[src/rtl/adxl362_spi_if.sv]
// adxl362_spi_if: four-wire SPI bus between the accelerometer controller and its responder
interface adxl362_spi_if;
    logic sclk;
    logic mosi;
    logic ss;
    logic miso;
    modport master (output sclk, output mosi, output ss, input miso);
    modport slave (input sclk, input mosi, input ss, output miso);
endinterface

[src/rtl/adxl362_spi_responder.sv]
// adxl362_spi_responder: ADXL362-compatible SPI mode-0 slave answering 0x0A/0x0B from an emulated register file
module adxl362_spi_responder (
    input  logic        clk,
    input  logic        reset,
    adxl362_spi_if.slave spi,
    input  logic [11:0] x_in,
    input  logic [11:0] y_in,
    input  logic [11:0] z_in,
    input  logic [11:0] temp_in,
    input  logic        sample_valid,
    output logic        wr_strobe,
    output logic [5:0]  wr_addr,
    output logic [7:0]  wr_data,
    output logic [7:0]  power_ctl
);
    typedef enum logic [2:0] {IDLE, CMD, ADDR, WRITE, READ, IGNORE} state_t;

    state_t      state, state_n;
    logic [1:0]  sclk_s, mosi_s, ss_s;
    logic        sclk_d, ss_d;
    logic        sclk_rise, sclk_fall, ss_rise, ss_fall;
    logic [2:0]  bit_cnt;
    logic [6:0]  shreg;
    logic [7:0]  byte_in, addr, tx, rd_addr, rd_val;
    logic        cmd_rd, miso_q;
    logic        byte_done, load, commit, soft_rst, is_smp, wr_ok;
    logic        rd_smp, apply, pend, data_rdy;
    logic [11:0] x_s, y_s, z_s, t_s, x_p, y_p, z_p, t_p;
    logic [7:0]  rw [0:15];

    assign sclk_rise = sclk_s[1] & ~sclk_d;
    assign sclk_fall = ~sclk_s[1] & sclk_d;
    assign ss_rise   = ss_s[1] & ~ss_d;
    assign ss_fall   = ~ss_s[1] & ss_d;
    assign byte_in   = {shreg, mosi_s[1]};
    assign byte_done = sclk_rise && bit_cnt == 3'd7 && (state == CMD || state == ADDR || state == WRITE || state == READ);
    assign load      = byte_done && ((state == ADDR && cmd_rd) || state == READ);
    assign commit    = byte_done && state == WRITE;
    assign soft_rst  = commit && addr == 8'h1F && byte_in == 8'h52;
    assign wr_ok     = addr >= 8'h20 && addr <= 8'h2E;
    assign rd_addr   = (state == ADDR) ? byte_in : addr + 8'd1;
    assign is_smp    = (rd_addr >= 8'h08 && rd_addr <= 8'h0A) || (rd_addr >= 8'h0E && rd_addr <= 8'h15);
    assign spi.miso  = miso_q;
    assign power_ctl = rw[13];

    // Two-flop synchronizers plus one-clk history for edge detection; ss resets low so a held-low ss never looks like a fresh fall
    always_ff @(posedge clk or negedge reset) begin
        if (!reset) begin
            sclk_s <= 2'b00;
            mosi_s <= 2'b00;
            ss_s   <= 2'b00;
            sclk_d <= 1'b0;
            ss_d   <= 1'b0;
        end else begin
            sclk_s <= {sclk_s[0], spi.sclk};
            mosi_s <= {mosi_s[0], spi.mosi};
            ss_s   <= {ss_s[0], spi.ss};
            sclk_d <= sclk_s[1];
            ss_d   <= ss_s[1];
        end
    end

    // Protocol state register
    always_ff @(posedge clk or negedge reset) begin
        if (!reset) state <= IDLE;
        else        state <= state_n;
    end

    // Next state: command byte picks ADDR or IGNORE, address byte picks READ or WRITE, ss rise always aborts
    always_comb begin
        state_n = state;
        case (state)
            IDLE:    state_n = ss_fall ? CMD : IDLE;
            CMD:     state_n = byte_done ? ((byte_in[7:1] == 7'b0000101) ? ADDR : IGNORE) : CMD;
            ADDR:    state_n = byte_done ? (cmd_rd ? READ : WRITE) : ADDR;
            default: state_n = state;
        endcase
        if (ss_rise) state_n = IDLE;
    end

    // Register read mux for the address about to be shifted out
    always_comb begin
        rd_val = 8'h00;
        case (rd_addr)
            8'h00:   rd_val = 8'hAD;
            8'h01:   rd_val = 8'h1D;
            8'h02:   rd_val = 8'hF2;
            8'h03:   rd_val = 8'h01;
            8'h08:   rd_val = x_s[11:4];
            8'h09:   rd_val = y_s[11:4];
            8'h0A:   rd_val = z_s[11:4];
            8'h0B:   rd_val = {7'b0, data_rdy};
            8'h0E:   rd_val = x_s[7:0];
            8'h0F:   rd_val = {{4{x_s[11]}}, x_s[11:8]};
            8'h10:   rd_val = y_s[7:0];
            8'h11:   rd_val = {{4{y_s[11]}}, y_s[11:8]};
            8'h12:   rd_val = z_s[7:0];
            8'h13:   rd_val = {{4{z_s[11]}}, z_s[11:8]};
            8'h14:   rd_val = t_s[7:0];
            8'h15:   rd_val = {{4{t_s[11]}}, t_s[11:8]};
            default: rd_val = (rd_addr >= 8'h20 && rd_addr <= 8'h2E) ? rw[rd_addr[3:0]] : 8'h00;
        endcase
    end

    // Bit counter, input shifter, address pointer, read shifter, miso and write-commit outputs
    always_ff @(posedge clk or negedge reset) begin
        if (!reset) begin
            bit_cnt   <= 3'd0;
            shreg     <= 7'd0;
            cmd_rd    <= 1'b0;
            addr      <= 8'h00;
            tx        <= 8'h00;
            miso_q    <= 1'b0;
            wr_strobe <= 1'b0;
            wr_addr   <= 6'd0;
            wr_data   <= 8'h00;
        end else begin
            wr_strobe <= commit;
            if (state == IDLE || state == IGNORE || ss_rise) begin
                bit_cnt <= 3'd0;
            end else if (sclk_rise) begin
                bit_cnt <= bit_cnt + 3'd1;
                shreg   <= byte_in[6:0];
            end
            if (byte_done && state == CMD) cmd_rd <= byte_in[0];
            if (byte_done && state == ADDR) addr <= byte_in;
            else if (byte_done && (state == READ || state == WRITE)) addr <= addr + 8'd1;
            if (load) tx <= rd_val;
            if (commit) begin
                wr_addr <= addr[5:0];
                wr_data <= byte_in;
            end
            miso_q <= (state != READ || ss_rise) ? 1'b0 : (sclk_fall ? tx[~bit_cnt] : miso_q);
        end
    end

    // Read/write control registers 0x20-0x2E; soft reset clears them all
    always_ff @(posedge clk or negedge reset) begin
        if (!reset) begin
            for (int i = 0; i < 16; i++) rw[i] <= 8'h00;
        end else if (soft_rst) begin
            for (int i = 0; i < 16; i++) rw[i] <= 8'h00;
        end else if (commit && wr_ok) begin
            rw[addr[3:0]] <= byte_in;
        end
    end

    // Shadow samples stay frozen while ss is low; updates wait in a pending buffer until after ss rises
    always_ff @(posedge clk or negedge reset) begin
        if (!reset) begin
            x_s      <= 12'd0;
            y_s      <= 12'd0;
            z_s      <= 12'd0;
            t_s      <= 12'd0;
            x_p      <= 12'd0;
            y_p      <= 12'd0;
            z_p      <= 12'd0;
            t_p      <= 12'd0;
            pend     <= 1'b0;
            apply    <= 1'b0;
            rd_smp   <= 1'b0;
            data_rdy <= 1'b0;
        end else begin
            apply <= ss_rise;
            if (load && is_smp) rd_smp <= 1'b1;
            if (ss_rise) begin
                rd_smp <= 1'b0;
                if (rd_smp) data_rdy <= 1'b0;
            end
            if (apply && pend) begin
                x_s      <= x_p;
                y_s      <= y_p;
                z_s      <= z_p;
                t_s      <= t_p;
                pend     <= 1'b0;
                data_rdy <= 1'b1;
            end
            if (sample_valid && ss_s[1]) begin
                x_s      <= x_in;
                y_s      <= y_in;
                z_s      <= z_in;
                t_s      <= temp_in;
                data_rdy <= 1'b1;
            end else if (sample_valid) begin
                x_p  <= x_in;
                y_p  <= y_in;
                z_p  <= z_in;
                t_p  <= temp_in;
                pend <= 1'b1;
            end
            if (soft_rst) data_rdy <= 1'b0;
        end
    end
endmodule

[src/flat_wrapper.sv]
// flat-port wrapper written by rule: the top's interface ports become plain ports
module adxl362_spi_responder_flat 
  (clk, reset, x_in, y_in, z_in, temp_in, sample_valid, wr_strobe, wr_addr, wr_data, power_ctl, spi_sclk, spi_mosi, spi_ss, spi_miso);
  adxl362_spi_if spi_i ();
  input  logic clk;
  input  logic reset;
  input  logic [11:0] x_in;
  input  logic [11:0] y_in;
  input  logic [11:0] z_in;
  input  logic [11:0] temp_in;
  input  logic sample_valid;
  output logic wr_strobe;
  output logic [5:0] wr_addr;
  output logic [7:0] wr_data;
  output logic [7:0] power_ctl;
  input wire logic [$bits(spi_i.sclk)-1:0] spi_sclk;
  input wire logic [$bits(spi_i.mosi)-1:0] spi_mosi;
  input wire logic [$bits(spi_i.ss)-1:0] spi_ss;
  output wire logic [$bits(spi_i.miso)-1:0] spi_miso;
  assign spi_i.sclk = spi_sclk;
  assign spi_i.mosi = spi_mosi;
  assign spi_i.ss = spi_ss;
  assign spi_miso = spi_i.miso;
  adxl362_spi_responder u_core (.clk(clk), .reset(reset), .spi(spi_i), .x_in(x_in), .y_in(y_in), .z_in(z_in), .temp_in(temp_in), .sample_valid(sample_valid), .wr_strobe(wr_strobe), .wr_addr(wr_addr), .wr_data(wr_data), .power_ctl(power_ctl));
endmodule
[config.mk]
export PLATFORM = sky130hd
export DESIGN_NAME = adxl362_spi_responder_flat
export DESIGN_NICKNAME = d
export VERILOG_FILES = /design/src/rtl/adxl362_spi_if.sv /design/src/rtl/adxl362_spi_responder.sv /design/src/flat_wrapper.sv
export SDC_FILE = /design/constraint.sdc
export NUM_CORES = 1
export LEC_CHECK = 0
export CAP_MARGIN = 15
export CORE_MARGIN = 8
export CORE_UTILIZATION = 60
export DETAILED_ROUTE_END_ITERATION = 10
export GPL_TIMING_DRIVEN = 0
export PLACE_DENSITY = 0.85
export SETUP_SLACK_MARGIN = 0.3
export SKIP_LAST_GASP = 1
export SYNTH_ARGS = -nofsm -noshare
export SYNTH_HDL_FRONTEND = slang
export SYNTH_SLANG_ARGS = --single-unit
[constraint.sdc]
create_clock -name clk -period 3.5 [get_ports clk]
set_clock_uncertainty 0.2 [all_clocks]
set_input_delay 0.7 -clock clk [delete_from_list [all_inputs] [get_ports clk]]
set_output_delay 0.7 -clock clk [all_outputs]
set_load 0.02 [all_outputs]
==> impl_metrics.tcl, run 1 <==
set metrics [dict create \
    outcome "finished, final reports clean" \
    synthCells 1487 \
    vias 12700 \
    die_w_um 170 \
    clkTransAtPathRegs_ps 60 \
    final_cell_mix "330 x nand2_1, 278 x dfrtp_1, 156 x o21ai_0, 90 x mux2i_1, 83 x mux2_2" \
    synth.net_count 1547 \
    swShare 0.268 \
    initial_utilization 0.609 \
    arrival_ps 3550 \
    seq_power_share 0.468 \
    drtIter0Drc 1686 \
    clockBufferDepth 3 \
    drc 0 \
    clock-sinks 282 \
    cp.required_ps 3780 \
    dp_hpwl_um 30400 \
    ant_nets 0 \
    final_common_cell "nand2_1" \
    antenna_found_initial 0 \
    maxCapViolCount 0 \
    crit_slowest_cell "dfrtp_1" \
    synth_area_um2 14300 \
    crit_chain "or3b_4 -> buf_6 -> buf_6 -> mux2i_1 -> buf_4 -> buf_4 -> a21oi_1 -> a221oi_1 -> o21ai_1 -> a41oi_1" \
    grt_pass1_vias 12700 \
    r2r-end "u_core.tx[2]$_DFFE_PN0P_" \
    ctsHoldBuffers 0 \
    yosysWarnings 0 \
    track_usage 0.306 \
    holdWs_ps 20.5 \
    synth.largest_area_cell "dfrtp_1" \
    powerDensity_nw_per_um2 460 \
    area_growth_pct 19.6 \
    io_pins 78 \
    numPortBuffers 77 \
    synth-seq-cells 282 \
    grt_max_degree 111 \
    yosys.area.top_type_share 0.495 \
    cp-start-kind "register" \
    criticalPathCategory "reg2reg" \
    leakage_uw 0.00746 \
    design.core.area_um2 23400 \
    reg2reg_depth 10 \
    die_h_um 170 \
    finalWorstSetupSlack_ps 228 \
    first_pass_iters 7 \
    p_comb_frac 0.113 \
    cp_max_fo 10 \
    place.gp.congestion 0.964 \
    post-route-min-period_ps 3270 \
    htreeDepth 1 \
    clk_latency_ps 560 \
    synth_ff_type "dfrtp_1" \
    num_rows 56 \
    drive_above_1_share 0.185 \
    critical-path-top-delay-family "compound AO/OA/AOI/OAI gates" \
    seq_area_frac_synth 0.495 \
    avgSynthCellArea_um2 9.59 \
    p_int_uw 5740 \
    viasPerCell 6.43 \
    relSlewSlack 0.426 \
    synthDistinctLibCells 80 \
    pwr-share-clk 0.419 \
    grt_overflow 0 \
    netlist_top_cells_area "dfrtp_1 49%, nand2_1 8.8%, mux2_2 6.6%" \
    crit_path_end_kind "register" \
    power_switching_uw 2100 \
    r2r_slack_ps 230 \
    fmaxAchievable_mhz 306 \
    cts-root-buf "clkbuf_16" \
    ir_drop_mv 0.503 \
    n_antenna_cell 0 \
    hp-class "in2async" \
    worst_slew_pin_slew_ps 861 \
    dieArea_um2 29000 \
    slowest_delay_ps 450 \
    period_share 0.935 \
    rr_startpoint "u_core.state[0]$_DFFE_PN0P_" \
    hold_viol 0 \
    final_nets 1686 \
    rsz0062_at_grt "true" \
    routed_wl_um 44700 \
    setup_viol 0 \
    slew_viol_final 0 \
    wl_per_cell_um 22.7 \
    place_ws_ps -468 \
    synth_edf_count 0 \
    cts_buffers 30 \
    grt_pass1_wl_um 69900 \
    path_buf_inv 4 \
    cts_tree "done" \
    ys_async_sr_fraction 1.00 \
]
==> logic make-up (layout without fill, tap and decap cells) <==
group / Yosys count / count (layout) / synth area share
and+or+nand+nor: 511 / 511 / 0.155
AOI/OAI and AO/OA: 355 / 355 / 0.155
DFF: 282 / 282 / 0.495
muxes: 181 / 181 / 0.138
buffers and inverters: 143 / 306 / 0.0460
xor gates and xnor gates: 9 / 9 / 0.00553
adders and majority gates: 6 / 6 / 0.00527
==> cell usage after synthesis (8+ instances only) <==
cell type,n
a211oi_1,17
a21oi_1,67
a221oi_1,16
a22oi_1,11
and3_1,8
buf_2,33
buf_4,14
clkbuf_1,72
dfrtp_1,282
inv_1,14
mux2_2,83
mux2i_1,91
nand2_1,335
nand3_1,25
nand4_1,9
nor2_1,80
nor3_1,8
o211ai_1,14
o21ai_0,158
o22ai_1,8
==> worst register-to-register path: stages, from the launching register on <==
cell and delay [ps]:
dfrtp_1 450, or3b_4 450, buf_6 180, buf_6 160, mux2i_1 210, buf_4 280, buf_4 280, a21oi_1 90
a221oi_1 420, o21ai_1 200, a41oi_1 260
==> metal layers <==
layer  vias up  share of wire  global-route usage
met5         -              0                   0
met4         0          0.053               0.158
met3       184          0.090              0.0570
met2       795           0.47               0.498
met1      6204           0.38               0.387
li1       5480              -                   -
==> registers in the layout, indices dropped and copies added, names as in the netlist, 2 cells and up <==
register / count
u_core.bit_cnt: 3
u_core.z_s: 12
u_core.x_p: 12
u_core.mosi_s: 2
u_core.addr: 8
u_core.t_s: 12
u_core.sclk_s: 2
u_core.wr_addr: 6
u_core.shreg: 7
u_core.rw: 120
u_core.ss_s: 2
u_core.tx: 8
u_core.y_s: 12
u_core.z_p: 12
u_core.t_p: 12
u_core.wr_data: 8
u_core.state: 3
u_core.x_s: 12
u_core.y_p: 12
u_core.power_ctl: 8
==> cell type report <==
type,count,area (µm²)
tap,319,399
fill,1643,6360
timing repair buffer,107,1040
clock buffer,40,818
buffer,129,672
sequential,282,7060
inverter,14,52.6
multi-input combinational,1062,6800
clock inverter,16,199
==> timing repair <==
item / in CTS / in global routing
endpoints found under the setup margin: 138 / 90
setup buffers: 8 / 20
gates resized for setup: 41 / 68
pin swaps: 2 / 9
==> power by group through the flow <==
stage                     registers (µW)  logic [µW]  clock network, µW
after detailed placement            3720         852                  0
after CTS                           3660         867               3300
after global placement              3710         814                  0
final                               3670         886               3290
after global routing                3690         952               3430
after floorplan                     3630         500                  0
==> how the worst max path moves through the flow <==
stage / cells after the start / slack [ps] / endpoint / startpoint
2_1_floorplan: 10 / 650 / u_core.tx[1]$_DFFE_PN0P_ / u_core.addr[0]$_DFFE_PN0P_
3_3_place_gp: 1 / -10380 / u_core.x_p[0]$_DFFE_PN0P_ / reset
3_5_place_dp: 10 / -470 / u_core.tx[2]$_DFFE_PN0P_ / u_core.addr[0]$_DFFE_PN0P_
4_1_cts: 9 / 220 / u_core.tx[2]$_DFFE_PN0P_ / u_core.addr[1]$_DFFE_PN0P_
5_1_grt: 10 / 230 / u_core.tx[2]$_DFFE_PN0P_ / u_core.state[1]$_DFFE_PN0P_
6_report: 10 / 230 / u_core.tx[2]$_DFFE_PN0P_ / u_core.state[0]$_DFFE_PN0P_
==> per-stage QoR <==
stage,TNS (ps),cells,area [µm²],utilization,power (µW)
after floorplan,0,1487,14300,-,4130
after global placement,-2919520,1883,15400,0.659,4530
after detailed placement,-3750,1885,15500,0.662,4570
after CTS,0,1949,16700,0.714,7830
after global routing,0,1969,17000,0.728,8060
final,0,1969,17000,0.728,7850
(Power assumes the default switching activity.)
==> run 2, diff against run 1 <==
--- a/config.mk
+++ b/config.mk
@@ -6,6 +6,7 @@
 export NUM_CORES = 1
 export LEC_CHECK = 0
 export CAP_MARGIN = 15
+export CORE_ASPECT_RATIO = 0.75
 export CORE_MARGIN = 8
 export CORE_UTILIZATION = 60
 export DETAILED_ROUTE_END_ITERATION = 10
==> run 2 against run 1 <==
Compared with the run above:
- non-clock buffer count decreased by 12
- first-iteration DRC count increased by 0.30%
- routed wire length increased by 0.38%
- sequential share of layout area increased by 0.38 points
- setup slack improved by 62 ps
- combinational power increased by 2%
- critical path depth unchanged
- count of clock-buffer cells in the layout unchanged
- cell count decreased by 1.5%
- cell area decreased by 0.92%
- critical endpoint is now u_core.tx[0]$_DFFE_PN0P_
- highest routed layer unchanged
==> impl_metrics.tcl, run 2 (synthesis results as in run 1) <==
set metrics [dict create \
    die_h_um 150 \
    period_share 0.917 \
    track_usage 0.301 \
    n_antenna_cell 0 \
    cp.required_ps 3790 \
    relSlewSlack 0.397 \
    num_rows 49 \
    slew_viol_final 0 \
    first_pass_iters 7 \
    hold_viol 0 \
    power_switching_uw 2130 \
    stdcell_area_um2 16900 \
    grt_pass1_vias 12000 \
    wl_per_cell_um 23.2 \
    routed_wl_um 44900 \
    pwr-share-clk 0.409 \
    dpl_cell_area_um2 15500 \
    final_common_cell "nand2_1" \
    setup_viol 0 \
    maxCapViolCount 0 \
    viasPerCell 6.51 \
    fill_cells 1763 \
    grt_pass1_wl_um 69400 \
    ant_nets 0 \
    die_w_um 194 \
    grt_overflow 0 \
    cts_tree "done" \
    vias 12600 \
    final_cell_mix "330 x nand2_1, 278 x dfrtp_1, 155 x o21ai_0, 90 x mux2i_1, 83 x mux2_2" \
    swShare 0.274 \
    cts-root-buf "clkbuf_16" \
    drtIter0Drc 1691 \
    reg2reg_depth 10 \
    design.core.area_um2 23700 \
    clockBufferDepth 3 \
    grt_max_degree 108 \
    leakage_uw 0.00736 \
    largest_register "u_core.rw" \
    fin_tns_setup_ps 0 \
    fmaxAchievable_mhz 312 \
    dp_hpwl_um 31400 \
    largest_reg_flops 120 \
    drive_above_1_share 0.179 \
    rsz0062_at_grt "true" \
    area_growth_pct 18.5 \
    p_int_uw 5650 \
    final_nets 1673 \
    post-route-min-period_ps 3210 \
    criticalPathCategory "reg2reg" \
    cts_buffers 29 \
    place.gp.congestion 1.02 \
    seq_power_share 0.475 \
    arrival_ps 3500 \
    crit_path_end_kind "register" \
    clk_latency_ps 570 \
    cp_max_fo 10 \
    dieArea_um2 29000 \
    p_comb_frac 0.116 \
    worst_slew_pin_slew_ps 905 \
    numPortBuffers 77 \
    holdPathStages 0 \
    clock-sinks 282 \
    drc 0 \
    holdWs_ps 157 \
    cp-start-kind "register" \
    hp-class "reg2reg" \
    io_pins 78 \
    outcome "finished, final reports clean" \
    initial_utilization 0.602 \
    antenna_found_initial 0 \
    htreeDepth 1 \
    powerDensity_nw_per_um2 460 \
    clkTransAtPathRegs_ps 60 \
    fin_total_pwr_uw 7780 \
    ir_drop_mv 0.392 \
]
-- run 2: changes by cell type in the layout (fill, tap and decap cells not counted), moves of 3 or more --
cell and change:
clkbuf_2 +3, buf_4 -11, clkinv_2 -3, a211oi_2 -3
a211oi_1 +3, clkbuf_4 -5, a221oi_1 -3, a221oi_2 +3
-- run 2: per-layer routing --
| layer | part of all wire | wire length [µm] | up-vias | global-route usage |
|---|---|---|---|---|
| li1 | - | - | 5438 | - |
| met1 | 0.42 | 19000 | 6266 | 0.445 |
| met2 | 0.42 | 18700 | 820 | 0.427 |
| met3 | 0.13 | 6010 | 106 | 0.0865 |
| met4 | 0.027 | 1210 | 0 | 0.0811 |
| met5 | 0 | 0 | - | 0 |
-- run 2: worst max-delay path: stages, from the launching register on --
cell	delay, ps
dfrtp_1	460
or3b_4	460
buf_6	190
a21boi_0	230
buf_2	310
clkbuf_4	310
a21oi_1	110
a221oi_2	390
a21o_1	190
a211oi_1	90
a31oi_1	180
-- run 2: power by group through the flow --
stage / sequential (µW) / combinational [µW] / clock (µW)
2_1_floorplan: 3630 / 500 / 0
3_5_place_dp: 3730 / 862 / 0
4_1_cts: 3680 / 872 / 3180
3_3_place_gp: 3720 / 825 / 0
5_1_grt: 3700 / 958 / 3310
6_report: 3690 / 900 / 3180
-- run 2: final timing paths --
check | start | to | slack, ps
max | u_core.state[0]$_DFFE_PN0P_ | u_core.tx[0]$_DFFE_PN0P_ | 290
min | u_core.mosi_s[0]$_DFF_PN0_ | u_core.mosi_s[1]$_DFF_PN0_ | 160
max reg2reg | u_core.state[0]$_DFFE_PN0P_ | u_core.tx[0]$_DFFE_PN0P_ | 290
min reg2reg | u_core.mosi_s[0]$_DFF_PN0_ | u_core.mosi_s[1]$_DFF_PN0_ | 160
max in group asynchronous | reset | u_core.z_s[9]$_DFFE_PN0N_ | 1670
min in group asynchronous | reset | u_core.wr_data[7]$_DFFE_PN0P_ | 500
-- run 2: final cells by class --
class	count	area, µm²	share of cell area
Sequential cell	282	7060	0.418
Multi-Input combinational cell	1062	6820	0.404
Timing Repair Buffer	95	953	0.0564
Clock buffer	40	817	0.0484
Buffer	129	659	0.0390
Tap cell	306	383	0.0227
Clock inverter	12	144	0.00852
Inverter	14	52.6	0.00311
-- run 2: timing repair --
item / CTS / global route
hold buffers: 1 / 0
buffers inserted: 8 / 7
hold endpoints to repair: 68 / 0
pin swaps: 3 / 3
setup endpoints to repair: 137 / 116
gates resized for setup: 32 / 74
-- run 2: through the flow --
step                      utilization  std cells  setup WS [ps]
after global placement          0.651       1870         -10560
after CTS                       0.702       1933            252
after global routing            0.714       1940            187
final                           0.714       1940            290
after floorplan                     -       1487            646
after detailed placement        0.654       1872           -465
